[config.mk]
export PLATFORM = sky130hd
export DESIGN_NAME = de_emphasis_flat
export DESIGN_NICKNAME = d
export VERILOG_FILES = /design/src/rtl/de_emphasis_if.sv /design/src/rtl/de_emphasis.sv /design/src/flat_wrapper.sv
export SDC_FILE = /design/constraint.sdc
export NUM_CORES = 1
export LEC_CHECK = 0
export CELL_PAD_IN_SITES_DETAIL_PLACEMENT = 1
export CELL_PAD_IN_SITES_GLOBAL_PLACEMENT = 2
export CORE_ASPECT_RATIO = 2
export CORE_MARGIN = 3
export CORE_UTILIZATION = 44
export DETAILED_ROUTE_END_ITERATION = 12
export GPL_TIMING_DRIVEN = 0
export PLACE_DENSITY_LB_ADDON = 0.3
export SLEW_MARGIN = 25
export SYNTH_ARGS = -nofsm -noshare
export SYNTH_HDL_FRONTEND = slang
export SYNTH_SLANG_ARGS = --single-unit
[constraint.sdc]
create_clock -name clk -period 18.8 [get_ports clk]
set_input_delay 5.64 -clock clk [delete_from_list [all_inputs] [get_ports clk]]
set_output_delay 5.64 -clock clk [all_outputs]
set_load 0.005 [all_outputs]
[src/rtl/de_emphasis_if.sv]
// Sample stream bundle for the de-emphasis filter.
// Input side and output side each use a valid/ready pair.
interface de_emphasis_if #(
  parameter int DATA_W = 16
);
  logic                     in_valid;
  logic                     in_ready;
  logic                     frame_start;
  logic signed [DATA_W-1:0] x_in;
  logic                     out_valid;
  logic                     out_ready;
  logic signed [DATA_W-1:0] y_out;
  logic                     sat_flag;

  modport slave (
    input  in_valid, frame_start, x_in, out_ready,
    output in_ready, out_valid, y_out, sat_flag
  );

  modport master (
    output in_valid, frame_start, x_in, out_ready,
    input  in_ready, out_valid, y_out, sat_flag
  );
endinterface

[src/rtl/de_emphasis.sv]
// First-order IIR de-emphasis: y[n] = x[n] + ALPHA*y[n-1].
// One shared multiply-add per sample, saturating, sticky per-frame flag.
module de_emphasis #(
  parameter int DATA_W = 16,
  parameter int ALPHA  = 31785
) (
  input  logic          clk,
  input  logic          rst_n,
  de_emphasis_if.slave  bus
);
  localparam int PW = 2 * DATA_W;
  localparam int SW = DATA_W + 1;

  localparam logic signed [DATA_W-1:0] COEF = DATA_W'(ALPHA);
  localparam logic signed [DATA_W-1:0] MAXV = {1'b0, {(DATA_W-1){1'b1}}};
  localparam logic signed [DATA_W-1:0] MINV = {1'b1, {(DATA_W-1){1'b0}}};

  typedef enum logic [1:0] {
    IDLE,
    MUL,
    ADD,
    OUT
  } state_t;

  state_t state;
  state_t state_nx;

  logic signed [DATA_W-1:0] x_reg;
  logic signed [DATA_W-1:0] y_prev;
  logic signed [DATA_W-1:0] y_reg;
  logic signed [PW-1:0]     prod;
  logic                     sat_reg;

  logic signed [PW-1:0]     scaled;
  logic signed [SW-1:0]     sum;
  logic                     ovf;
  logic signed [DATA_W-1:0] sat_v;

  always_comb begin
    state_nx = state;
    unique case (state)
      IDLE: if (bus.in_valid) state_nx = MUL;
      MUL:  state_nx = ADD;
      ADD:  state_nx = OUT;
      OUT:  if (bus.out_ready) state_nx = IDLE;
      default: state_nx = IDLE;
    endcase
  end

  // Arithmetic shift floors the Q2.30 product back to Q1.15.
  always_comb begin
    scaled = prod >>> (DATA_W - 1);
    sum    = SW'(x_reg) + SW'(scaled);
    ovf    = sum[SW-1] != sum[SW-2];
    sat_v  = sum[DATA_W-1:0];
    if (ovf) sat_v = sum[SW-1] ? MINV : MAXV;
  end

  always_ff @(posedge clk or negedge rst_n) begin
    if (!rst_n) begin
      state <= IDLE;
    end else begin
      state <= state_nx;
    end
  end

  always_ff @(posedge clk or negedge rst_n) begin
    if (!rst_n) begin
      x_reg   <= '0;
      y_prev  <= '0;
      y_reg   <= '0;
      prod    <= '0;
      sat_reg <= 1'b0;
    end else begin
      unique case (state)
        IDLE: begin
          if (bus.in_valid) begin
            x_reg <= bus.x_in;
            if (bus.frame_start) begin
              y_prev  <= '0;
              sat_reg <= 1'b0;
            end
          end
        end
        MUL: prod <= PW'(y_prev) * PW'(COEF);
        ADD: begin
          y_reg  <= sat_v;
          y_prev <= sat_v;
          if (ovf) sat_reg <= 1'b1;
        end
        default: ;
      endcase
    end
  end

  assign bus.in_ready  = state == IDLE;
  assign bus.out_valid = state == OUT;
  assign bus.y_out     = y_reg;
  assign bus.sat_flag  = sat_reg;
endmodule
[src/flat_wrapper.sv]
// flat-port wrapper written by rule: the top's interface ports become plain ports
module de_emphasis_flat 
#(
  parameter int DATA_W = 16,
  parameter int ALPHA  = 31785
)
  (clk, rst_n, bus_in_valid, bus_frame_start, bus_x_in, bus_out_ready, bus_in_ready, bus_out_valid, bus_y_out, bus_sat_flag);
  de_emphasis_if #(.DATA_W(DATA_W)) bus_i ();
  input  logic clk;
  input  logic rst_n;
  input wire logic [$bits(bus_i.in_valid)-1:0] bus_in_valid;
  input wire logic [$bits(bus_i.frame_start)-1:0] bus_frame_start;
  input wire logic [$bits(bus_i.x_in)-1:0] bus_x_in;
  input wire logic [$bits(bus_i.out_ready)-1:0] bus_out_ready;
  output wire logic [$bits(bus_i.in_ready)-1:0] bus_in_ready;
  output wire logic [$bits(bus_i.out_valid)-1:0] bus_out_valid;
  output wire logic [$bits(bus_i.y_out)-1:0] bus_y_out;
  output wire logic [$bits(bus_i.sat_flag)-1:0] bus_sat_flag;
  assign bus_i.in_valid = bus_in_valid;
  assign bus_i.frame_start = bus_frame_start;
  assign bus_i.x_in = bus_x_in;
  assign bus_i.out_ready = bus_out_ready;
  assign bus_in_ready = bus_i.in_ready;
  assign bus_out_valid = bus_i.out_valid;
  assign bus_y_out = bus_i.y_out;
  assign bus_sat_flag = bus_i.sat_flag;
  de_emphasis #(.DATA_W(DATA_W), .ALPHA(ALPHA)) u_core (.clk(clk), .rst_n(rst_n), .bus(bus_i));
endmodule
==> results of run 1 <==
[path summary, 6_finish.rpt]
path	startpoint	to	slack (ns)	cells past startpoint
max	bus_in_valid	u_core.y_prev[12]	11.49	7
min	u_core.bus.y_out[9]	u_core.bus.y_out[9]	0.52	1
max reg2reg	u_core.y_prev[8]	u_core.prod[30]	11.87	17
min reg2reg	u_core.bus.y_out[9]	u_core.bus.y_out[9]	0.52	1
max in group asynchronous	rst_n	u_core.prod[24]	13.05	2
min in group asynchronous	rst_n	u_core.x_reg[3]	5.20	1
[cells in the mapped netlist (all sizes together) (3+ instances only)]
master / number
o21ai: 35
a31oi: 14
nand2: 42
maj3: 5
inv: 143
mux2: 32
nand3: 11
a21oi: 42
mux2i: 6
o21a: 6
a211oi: 8
dfrtp: 68
xor2: 16
clkbuf: 12
o31ai: 3
a21o: 16
buf: 8
fa: 81
o21bai: 6
ha: 136
nand2b: 5
o211ai: 12
nand4: 6
a22o: 4
xnor2: 39
nor3: 5
nor2b: 7
and3: 3
or2: 3
nor2: 35
[metrics by stage]
| step | area, um2 | hold WS [ns] |
|---|---|---|
| 2_1_floorplan | 8288 | 0.4783 |
| 3_3_place_gp | 8949 | 0.4960 |
| 3_5_place_dp | 8974 | 0.5063 |
| 4_1_cts | 9240 | 0.5222 |
| 5_1_grt | 9240 | 0.5349 |
| 6_report | 9240 | 0.5177 |
[cell families (layout without fill, tap and decap cells)]
logic type               count (synthesis)  after routing  share of synthesized area
AO/OA/AOI/OAI                          169            169                     0.1335
XOR/XNOR                                55             55                    0.05812
adder cells (fa/ha/maj)                222            222                     0.4072
buffers and inverters                  163            218                    0.07533
flip-flops                              68             68                     0.2053
multiplexers                            38             38                    0.05073
AND/OR/NAND/NOR                        124            124                    0.06990
[layout make-up]
class | count | area (um2)
Fill cell | 2075 | 9153
Multi-Input combinational cell | 608 | 5962
Sequential cell | 68 | 1702
Inverter | 143 | 536.8
Timing Repair Buffer | 40 | 415.4
Tap cell | 216 | 270.3
Clock buffer | 9 | 225.2
Buffer | 20 | 87.58
Clock inverter | 6 | 41.29
[routing by layer]
layer	wire length (um)	part of all wire
met3	365	0.016
met5	0	0
met1	7704	0.34
met4	1049	0.046
met2	13540	0.60
==> tab_implementation.tex, run 1 <==
\begin{tabular}{lr}
\hline
Metric & Value \\
\hline
\multicolumn{2}{l}{\textbf{Run status}} \\
Outcome & complete, no violations \\
\multicolumn{2}{l}{\textbf{Detailed routing}} \\
Number of design rule violations left after detail routing & 0 \\
Total vias in the final route & approximately 6200 \\
Final WL & 22660 um \\
Ratio of routed vias to standard cells & approximately 5.6 \\
Initial detailed-routing violation count & 188 \\
Number of nets still failing antenna checks after routing & 0 \\
DR WL/cell & 20.41 um \\
Iteration count of the initial detailed-routing pass & 4 \\
\multicolumn{2}{l}{\textbf{Worst setup path}} \\
Worst Setup Path Type & in2reg \\
Buffers plus inverters on the worst setup path & 3 \\
Top cell family by delay on the critical path & buffers and inverters \\
Top cell by count, worst path & sky130\_fd\_sc\_hd\_\_clkbuf\_1 \\
Max incr delay on CP & 0.45 ns \\
Ordered cell list for the critical path & clkdlybuf4s50\_1, nand3\_1, o21a\_1, clkbuf\_1, nand2b\_1, clkbuf\_1, o211ai\_1 \\
Slowest stage cell on the critical path & sky130\_fd\_sc\_hd\_\_clkdlybuf4s50\_1 \\
Critical-path maximum fanout & 10 \\
Category of the worst setup path launch point & input pin \\
Data arrival time of the critical path & 7.51 ns \\
Endpoint class of the critical path & flip-flop \\
Required time of the critical path & 18.99 ns \\
\multicolumn{2}{l}{\textbf{Logic synthesis}} \\
Mean instance size in the synthesized netlist & 9.878 um2 \\
Total standard cell area after synthesis & 8288 um2 \\
Gate count after technology mapping & 839 \\
Share of the yosys chip area belonging to registers & 0.2053 \\
Post-Synthesis Net Count & 1077 \\
Most frequently used flop master after synthesis & sky130\_fd\_sc\_hd\_\_dfrtp\_1 \\
Count of state elements after synthesis & between 60 and 70 \\
Warnings, synthesis & 0 \\
Post-synthesis cell type count & 59 \\
Share of flip-flops with an asynchronous set or reset & 1.000 \\
Number of enable-type register cells in the synthesized netlist & 0 \\
Most area-hungry cell type in the Yosys netlist & sky130\_fd\_sc\_hd\_\_dfrtp\_1 \\
Proportion of netlist area held by the largest area contributor & 0.2053 \\
Cell types occupying the most area after synthesis & sky130\_fd\_sc\_hd\_\_dfrtp\_1 (21\%), sky130\_fd\_sc\_hd\_\_ha\_1 (21\%), sky130\_fd\_sc\_hd\_\_fa\_1 (20\%) \\
\multicolumn{2}{l}{\textbf{Final layout}} \\
Commonest non-fill, non-tap cells in the layout & sky130\_fd\_sc\_hd\_\_inv\_1 (142), sky130\_fd\_sc\_hd\_\_ha\_1 (136), sky130\_fd\_sc\_hd\_\_fa\_1 (81) \\
Most common library cell in the layout ignoring fill and taps & sky130\_fd\_sc\_hd\_\_inv\_1 \\
Number of nets in the layout & 1128 \\
Final instance count without filler cells & 1110 \\
Fraction of layout cells with a size suffix above 1 & 0.07494 \\
Flip-flop count of the largest register, all copies and words added & 17 \\
Largest register by flop count & u\_core.prod \\
Fraction of the core area covered by cells at the end of the flow & 0.5024 \\
Layout-stage area growth over the synthesis result & 11.49\% \\
Total inserted antenna cells & 0 \\
\multicolumn{2}{l}{\textbf{GRT}} \\
Global-route track usage on met2 & 0.4711 \\
Met3 layer usage reported by global route & 0.01983 \\
Number of global-route vias before repair & 7339 \\
Total grt overflow & 0 \\
Grt peak-use layer & met2 \\
Antenna violations before repair & 0 \\
Gr usage total & 0.2367 \\
Met1 Track Usage GR & 0.2384 \\
First-pass GRT wire length & 37320 um \\
Maximum number of pins on one net before global-route repair & between 40 and 50 \\
\multicolumn{2}{l}{\textbf{STA}} \\
Final hold violation count & 0 \\
Worst Slack Setup Final & 11.49 ns \\
Setup repair after global routing missed its margin & false \\
Layout Skew & 0.007112 ns \\
Post-route minimum period & 7.313 ns \\
Slew HR & 0.5262 \\
Crit share post-route & 0.3890 \\
Count of final setup violators & 0 \\
Pin slew with the least headroom to its limit & 0.7107 ns \\
Total Neg Setup Slack & 0 ns \\
Max-slew violation count & 0 \\
Achievable Freq & 136.7 MHz \\
\multicolumn{2}{l}{\textbf{Die}} \\
Core Area & 18390 um2 \\
Height of the die & 200.1 um \\
Number of top-level pins & 40 \\
Initial core utilization & 0.4506 \\
Die span in x & 103.0 um \\
Std cell rows & 70 \\
Total Die Area & about 21000 um2 \\
\multicolumn{2}{l}{\textbf{Clock network}} \\
TritonCTS clock tree & built \\
Root buf cell & sky130\_fd\_sc\_hd\_\_clkbuf\_16 \\
Number of buffers added to fix hold violations after cts & 0 \\
Number of clock sinks & 68 \\
Clock slew seen by the registers of the worst setup and hold paths & approximately 0.060 ns \\
CTS Buf Count & 9 \\
Worst-skew pair later-pin latency & 0.33 ns \\
Buffer levels on the longest clock path & 2 \\
Post-CTS repair timing setup buffer count & 0 \\
Post-CTS resize count & 0 \\
H-tree lvl count & 3 \\
\multicolumn{2}{l}{\textbf{Place}} \\
Placed Cells incl. Taps & 1095 \\
Final GP Congestion & 0.8792 \\
Post-detail-place hpwl & about 20000 um \\
Port Buffers & 39 \\
Worst slack at placement & 11.15 ns \\
\multicolumn{2}{l}{\textbf{Min path}} \\
Class of the worst hold path & reg2reg \\
\multicolumn{2}{l}{\textbf{Job}} \\
MaxCap Viol Count & 0 \\
\hline
\end{tabular}
Power of run 1 is not shown: default switching activity piles up to over one toggle a cycle in this logic, so the estimate is an artifact.
==> run 2: changes to the inputs <==
Settings changed: CORE_UTILIZATION 44 to 37.
Clock period 18.8 ns to 6.7 ns, I/O delays scaled along.
==> run 2 against run 1 <==
  * Register-to-register slack lost 12 ns
  * Non-clock buffer count is the same
  * Utilization shrank 7.1 points
  * Die area grew 18%
  * Via count shrank 2.1%
  * Hold slack lost 0.022 ns
  * Flip-flop and latch count is the same
  * Setup slack lost 11 ns
  * Global-route usage shrank 4.9 points
==> tab_implementation.tex, run 2 (same netlist as run 1, synthesis figures left out) <==
\begin{tabular}{lr}
\hline
Metric & Value \\
\hline
\multicolumn{2}{l}{\textbf{Clock network}} \\
Worst-skew pair later-pin latency & 0.35 ns \\
Root buf cell & sky130\_fd\_sc\_hd\_\_clkbuf\_16 \\
H-tree lvl count & 3 \\
Number of buffers added to fix hold violations after cts & 0 \\
Post-CTS repair timing setup buffer count & 0 \\
Clock slew seen by the registers of the worst setup and hold paths & 0.06 ns \\
TritonCTS clock tree & built \\
Number of clock sinks & 68 \\
Buffer levels on the longest clock path & 2 \\
CTS Buf Count & 9 \\
\multicolumn{2}{l}{\textbf{Final layout}} \\
Layout-stage area growth over the synthesis result & 13.38\% \\
Commonest non-fill, non-tap cells in the layout & sky130\_fd\_sc\_hd\_\_inv\_1 (142), sky130\_fd\_sc\_hd\_\_ha\_1 (136), sky130\_fd\_sc\_hd\_\_fa\_1 (81) \\
Filler instances & approximately 2500 \\
Most common library cell in the layout ignoring fill and taps & sky130\_fd\_sc\_hd\_\_inv\_1 \\
Final instance count without filler cells & approximately 1200 \\
Fraction of layout cells with a size suffix above 1 & 0.09274 \\
Area of the multi-input gates & about 6000 um2 \\
Largest register by flop count & u\_core.prod \\
Total inserted antenna cells & 0 \\
Register area & 1713 um2 \\
Flip-flop count of the largest register, all copies and words added & 17 \\
Number of nets in the layout & between 1000 and 1500 \\
\multicolumn{2}{l}{\textbf{STA}} \\
Crit share post-route & 0.9470 \\
Layout Skew & about 0.011 ns \\
Achievable Freq & approximately 160 MHz \\
Final hold violation count & 0 \\
Max-slew violation count & 0 \\
Setup repair after global routing missed its margin & false \\
Slew HR & 0.5228 \\
Pin slew with the least headroom to its limit & roughly 0.72 ns \\
Count of final setup violators & 0 \\
Post-route minimum period & 6.345 ns \\
\multicolumn{2}{l}{\textbf{GRT}} \\
Total grt overflow & 0 \\
First-pass GRT wire length & 35940 um \\
Gr usage total & 0.1873 \\
Antenna violations before repair & 0 \\
Number of global-route vias before repair & 7008 \\
Maximum number of pins on one net before global-route repair & between 40 and 50 \\
\multicolumn{2}{l}{\textbf{Die}} \\
Height of the die & 217.7 um \\
Total Die Area & 24340 um2 \\
Core Area & 21780 um2 \\
Number of top-level pins & 40 \\
Die span in x & 111.8 um \\
Std cell rows & 76 \\
Initial core utilization & 0.3806 \\
\multicolumn{2}{l}{\textbf{Detailed routing}} \\
Final WL & $\sim$21000 um \\
DR WL/cell & 18.31 um \\
Initial detailed-routing violation count & $\sim$140 \\
Number of design rule violations left after detail routing & 0 \\
Iteration count of the initial detailed-routing pass & 4 \\
Ratio of routed vias to standard cells & 5.194 \\
Number of nets still failing antenna checks after routing & 0 \\
Total vias in the final route & 6067 \\
\multicolumn{2}{l}{\textbf{Worst setup path}} \\
FF-to-FF End & u\_core.prod[30] \\
Endpoint class of the critical path & flip-flop \\
Top cell by count, worst path & sky130\_fd\_sc\_hd\_\_fa\_1 \\
Critical-path maximum fanout & 9 \\
Worst Setup Path Type & reg2reg \\
Launch point of the critical path & u\_core.y\_prev[3] \\
Max incr delay on CP & between 0.5 and 0.6 ns \\
Ordered cell list for the critical path & fa\_1, inv\_1, fa\_1, inv\_1, fa\_1, inv\_1, fa\_1, fa\_1, fa\_1, inv\_1, ha\_1, nand3\_1, nor4\_2, a32oi\_2, a211oi\_2, o31ai\_2, a21boi\_0, nor3\_1, or3b\_2 \\
CP Capture Point & u\_core.prod[30] \\
Slowest stage cell on the critical path & sky130\_fd\_sc\_hd\_\_fa\_1 \\
Required time of the critical path & just under 7 ns \\
Data arrival time of the critical path & 6.56 ns \\
Worst-case register-to-register setup slack & 0.35 ns \\
Category of the worst setup path launch point & flip-flop \\
Worst reg-to-reg path cell count & 19 \\
Worst r2r src & u\_core.y\_prev[3] \\
\multicolumn{2}{l}{\textbf{Place}} \\
Final GP Congestion & 0.8236 \\
Placed Cells incl. Taps & roughly 1200 \\
Post-detail-place hpwl & 18340 um \\
Port Buffers & 39 \\
\multicolumn{2}{l}{\textbf{Min path}} \\
Class of the worst hold path & reg2reg \\
\multicolumn{2}{l}{\textbf{Job}} \\
MaxCap Viol Count & 0 \\
\multicolumn{2}{l}{\textbf{Run status}} \\
Outcome & complete, no violations \\
\hline
\end{tabular}
[run 2: cell count changes in the layout (fill, tap and decap cells not counted), sizes merged]
| cell | change |
|---|---|
| bufinv | +1 |
| clkbuf | +1 |
| clkinvlp | -2 |
| inv | +1 |
[run 2: layout make-up]
class	count	share of cell area
Multi-Input combinational cell	608	0.6379
Sequential cell	68	0.1823
Inverter	143	0.05712
Timing Repair Buffer	40	0.04421
Tap cell	273	0.03635
Clock buffer	10	0.02543
Buffer	20	0.009321
Clock inverter	6	0.007324
[run 2: worst min path at each step]
stage                    startpoint                   end  slack, ns  cells past startpoint
2_1_floorplan  u_core.bus.y_out[13]  u_core.bus.y_out[13]       0.48                      1
3_3_place_gp   u_core.bus.y_out[13]  u_core.bus.y_out[13]       0.49                      1
3_5_place_dp   u_core.bus.y_out[13]  u_core.bus.y_out[13]       0.48                      1
4_1_cts        u_core.bus.y_out[13]  u_core.bus.y_out[13]       0.50                      1
5_1_grt            u_core.x_reg[11]      u_core.x_reg[11]       0.52                      1
6_report       u_core.bus.y_out[13]  u_core.bus.y_out[13]       0.50                      1
[run 2: timing repair]
| item | in CTS | in global routing |
|---|---|---|
| gates resized for setup | 9 | 6 |
| endpoints found under the setup margin | 1 | 2 |
| pin swaps | 0 | 1 |
[run 2: critical path, delay by kind of cell (launching register included)]
kind	cells	cell delay, ns
AND/OR/NAND/NOR	4	1.08
adder cells (fa/ha/maj)	7	3.50
flip-flops	1	0.52
buffers and inverters	4	0.22
AO/OA/AOI/OAI	4	0.89
[run 2: routing by layer]
metal / part of all wire / track usage / wire length, um / vias up
li1: - / - / - / 2939
met1: 0.36 / 0.1916 / 7790 / 3016
met2: 0.58 / 0.3754 / 12400 / 74
met3: 0.015 / 0.01472 / 320 / 38
met4: 0.041 / 0.08486 / 877 / 0
met5: 0 / 0 / 0 / -
[run 2: stage by stage]
| step | setup slack (ns) | utilization | cell area (um2) | hold slack [ns] | setup TNS [ns] |
|---|---|---|---|---|---|
| finish | 0.3548 | 0.4315 | 9397 | 0.4956 | 0 |
| CTS | 0.07760 | 0.4306 | 9378 | 0.4968 | 0 |
| detailed placement | -0.2177 | 0.4154 | 9045 | 0.4787 | -0.2177 |
| global placement | -0.1914 | 0.4142 | 9020 | 0.4900 | -0.1914 |
| floorplan | 0.7958 | - | 8288 | 0.4783 | 0 |
| global route | 0.004905 | 0.4315 | 9397 | 0.5238 | 0 |
Power of run 2 is left out for the same reason.
==> run 3: changes to the inputs <==
Settings changed: GPL_ROUTABILITY_DRIVEN from default to 0, SETUP_SLACK_MARGIN from default to 0.2.
==> run 3 against run 2 <==
  * Flip-flop and latch count did not move
  * Critical path depth fell by 2
  * Fmax rose by 0.32%
  * Final area barely moved
  * Clock skew barely moved
  * Utilization barely moved
  * Critical path type unchanged
  * Largest cell class unchanged
==> tab_implementation.tex, run 3 (same netlist as run 1, synthesis figures left out) <==
\begin{tabular}{lr}
\hline
Metric & Value \\
\hline
\multicolumn{2}{l}{\textbf{STA}} \\
Achievable Freq & 158.1 MHz \\
Final hold violation count & 0 \\
Setup repair after global routing missed its margin & true \\
Layout Skew & 0.01080 ns \\
Pin slew with the least headroom to its limit & $\sim$0.72 ns \\
Count of final setup violators & 0 \\
Max-slew violation count & 0 \\
Post-route minimum period & 6.325 ns \\
Crit share post-route & 0.9440 \\
Worst Slack Setup Final & 0.3750 ns \\
Slew HR & 0.5232 \\
\multicolumn{2}{l}{\textbf{Min path}} \\
Class of the worst hold path & reg2reg \\
\multicolumn{2}{l}{\textbf{GRT}} \\
Antenna violations before repair & 0 \\
Number of global-route vias before repair & 7029 \\
Maximum number of pins on one net before global-route repair & 49 \\
Total grt overflow & 0 \\
Gr usage total & 0.1875 \\
First-pass GRT wire length & around 36000 um \\
\multicolumn{2}{l}{\textbf{Detailed routing}} \\
DR WL/cell & 18.30 um \\
WL met3 & 309 um \\
Detail Route met2 WL & 12350 um \\
Met1 layer wirelength in the final routing & between 7000 and 8000 um \\
Iteration count of the initial detailed-routing pass & 4 \\
Number of nets still failing antenna checks after routing & 0 \\
Initial detailed-routing violation count & roughly 130 \\
Total vias in the final route & 6075 \\
Ratio of routed vias to standard cells & about 5.2 \\
Final WL & about 21000 um \\
Highest metal used & met4 \\
Number of design rule violations left after detail routing & 0 \\
\multicolumn{2}{l}{\textbf{Job}} \\
MaxCap Viol Count & 0 \\
\multicolumn{2}{l}{\textbf{Final layout}} \\
Area of the multi-input gates & 6002 um2 \\
Flip-flop count of the largest register, all copies and words added & 17 \\
Total inserted antenna cells & 0 \\
Number of nets in the layout & 1128 \\
Register area & 1713 um2 \\
Layout-stage area growth over the synthesis result & 13.47\% \\
Filler instances & 2451 \\
Most common library cell in the layout ignoring fill and taps & sky130\_fd\_sc\_hd\_\_inv\_1 \\
Largest register by flop count & u\_core.prod \\
Fraction of layout cells with a size suffix above 1 & 0.09497 \\
Commonest non-fill, non-tap cells in the layout & sky130\_fd\_sc\_hd\_\_inv\_1 (142), sky130\_fd\_sc\_hd\_\_ha\_1 (135), sky130\_fd\_sc\_hd\_\_fa\_1 (81) \\
\multicolumn{2}{l}{\textbf{Die}} \\
Die span in x & approximately 110 um \\
Total Die Area & around 24000 um2 \\
Height of the die & 217.7 um \\
Core Area & 21780 um2 \\
Number of top-level pins & 40 \\
Std cell rows & 76 \\
Initial core utilization & 0.3806 \\
\multicolumn{2}{l}{\textbf{Clock network}} \\
H-tree lvl count & 3 \\
Worst-skew pair later-pin latency & between 0.3 and 0.4 ns \\
Clock slew seen by the registers of the worst setup and hold paths & 0.06 ns \\
Root buf cell & sky130\_fd\_sc\_hd\_\_clkbuf\_16 \\
Number of clock sinks & between 60 and 70 \\
CTS Buf Count & 9 \\
Buffer levels on the longest clock path & 2 \\
TritonCTS clock tree & built \\
\multicolumn{2}{l}{\textbf{Worst setup path}} \\
Endpoint class of the critical path & flip-flop \\
Slowest stage cell on the critical path & sky130\_fd\_sc\_hd\_\_fa\_1 \\
Worst Setup Path Type & reg2reg \\
Ordered cell list for the critical path & fa\_1, fa\_1, fa\_1, inv\_1, fa\_1, fa\_1, fa\_1, inv\_1, ha\_1, a21oi\_1, o21ai\_0, a211oi\_2, a211oi\_2, o31ai\_2, a21boi\_0, o2111ai\_1, or3b\_2 \\
Max incr delay on CP & 0.59 ns \\
Category of the worst setup path launch point & flip-flop \\
Required time of the critical path & 6.91 ns \\
Top cell family by delay on the critical path & adder cells \\
Critical-path maximum fanout & 9 \\
Buffers plus inverters on the worst setup path & 2 \\
Top cell by count, worst path & sky130\_fd\_sc\_hd\_\_fa\_1 \\
Data arrival time of the critical path & 6.54 ns \\
\multicolumn{2}{l}{\textbf{Run status}} \\
Outcome & complete, no violations \\
\multicolumn{2}{l}{\textbf{Place}} \\
Worst slack at placement & -0.2177 ns \\
Port Buffers & 39 \\
Post-detail-place hpwl & approximately 18000 um \\
\hline
\end{tabular}
[run 3: cell types whose count changed in the layout (fill, tap and decap cells not counted)]
cell,change
sky130_fd_sc_hd__ha_1,-1
sky130_fd_sc_hd__nand3_1,-1
sky130_fd_sc_hd__ha_2,+1
sky130_fd_sc_hd__nand3_2,+1
[run 3: final timing paths]
kind	startpoint	to	slack, ns	cells after the start
setup reg to reg	u_core.y_prev[4]	u_core.prod[30]	0.37	17
hold reg to reg	u_core.bus.y_out[13]	u_core.bus.y_out[13]	0.50	1
setup / recovery	u_core.y_prev[4]	u_core.prod[30]	0.37	17
max in group asynchronous	rst_n	u_core.y_prev[8]	4.59	2
hold / removal	u_core.bus.y_out[13]	u_core.bus.y_out[13]	0.50	1
min in group asynchronous	rst_n	u_core.bus.y_out[2]	1.55	1
[run 3: metal layers]
metal / GRT usage / vias up
li1: - / 2937
met1: 0.1907 / 3029
met2: 0.3740 / 71
met3: 0.01555 / 38
met4: 0.08973 / 0
met5: 0 / -
[run 3: repair_timing]
item	in CTS	in global routing
buffers inserted	0	0
resized for setup	13	4
endpoints found under the setup margin	3	3
pin swaps	0	1
hold buffers	0	0
[run 3: stage by stage]
| stage | area (um2) | hold WS (ns) | util | setup TNS (ns) | instances |
|---|---|---|---|---|---|
| floorplan | 8288 | 0.4783 | - | 0 | 839 |
| global placement | 9020 | 0.4900 | 0.4142 | -0.1914 | 1151 |
| detailed placement | 9045 | 0.4787 | 0.4154 | -0.2177 | 1152 |
| CTS | 9390 | 0.4968 | 0.4312 | 0 | 1168 |
| global route | 9404 | 0.5238 | 0.4319 | 0 | 1168 |
| finish | 9404 | 0.4959 | 0.4319 | 0 | 1168 |
[run 3: final cells by class]
| type | instances | share of cell area |
|---|---|---|
| clock inverters | 6 | 0.007318 |
| clock buffers | 10 | 0.02541 |
| well taps | 273 | 0.03632 |
| repair buffers | 40 | 0.04417 |
| flip-flops and latches | 68 | 0.1821 |
| inverters | 143 | 0.05708 |
| multi-input cells | 608 | 0.6382 |
| plain buffers | 20 | 0.009313 |
Power of run 3 is left out for the same reason.
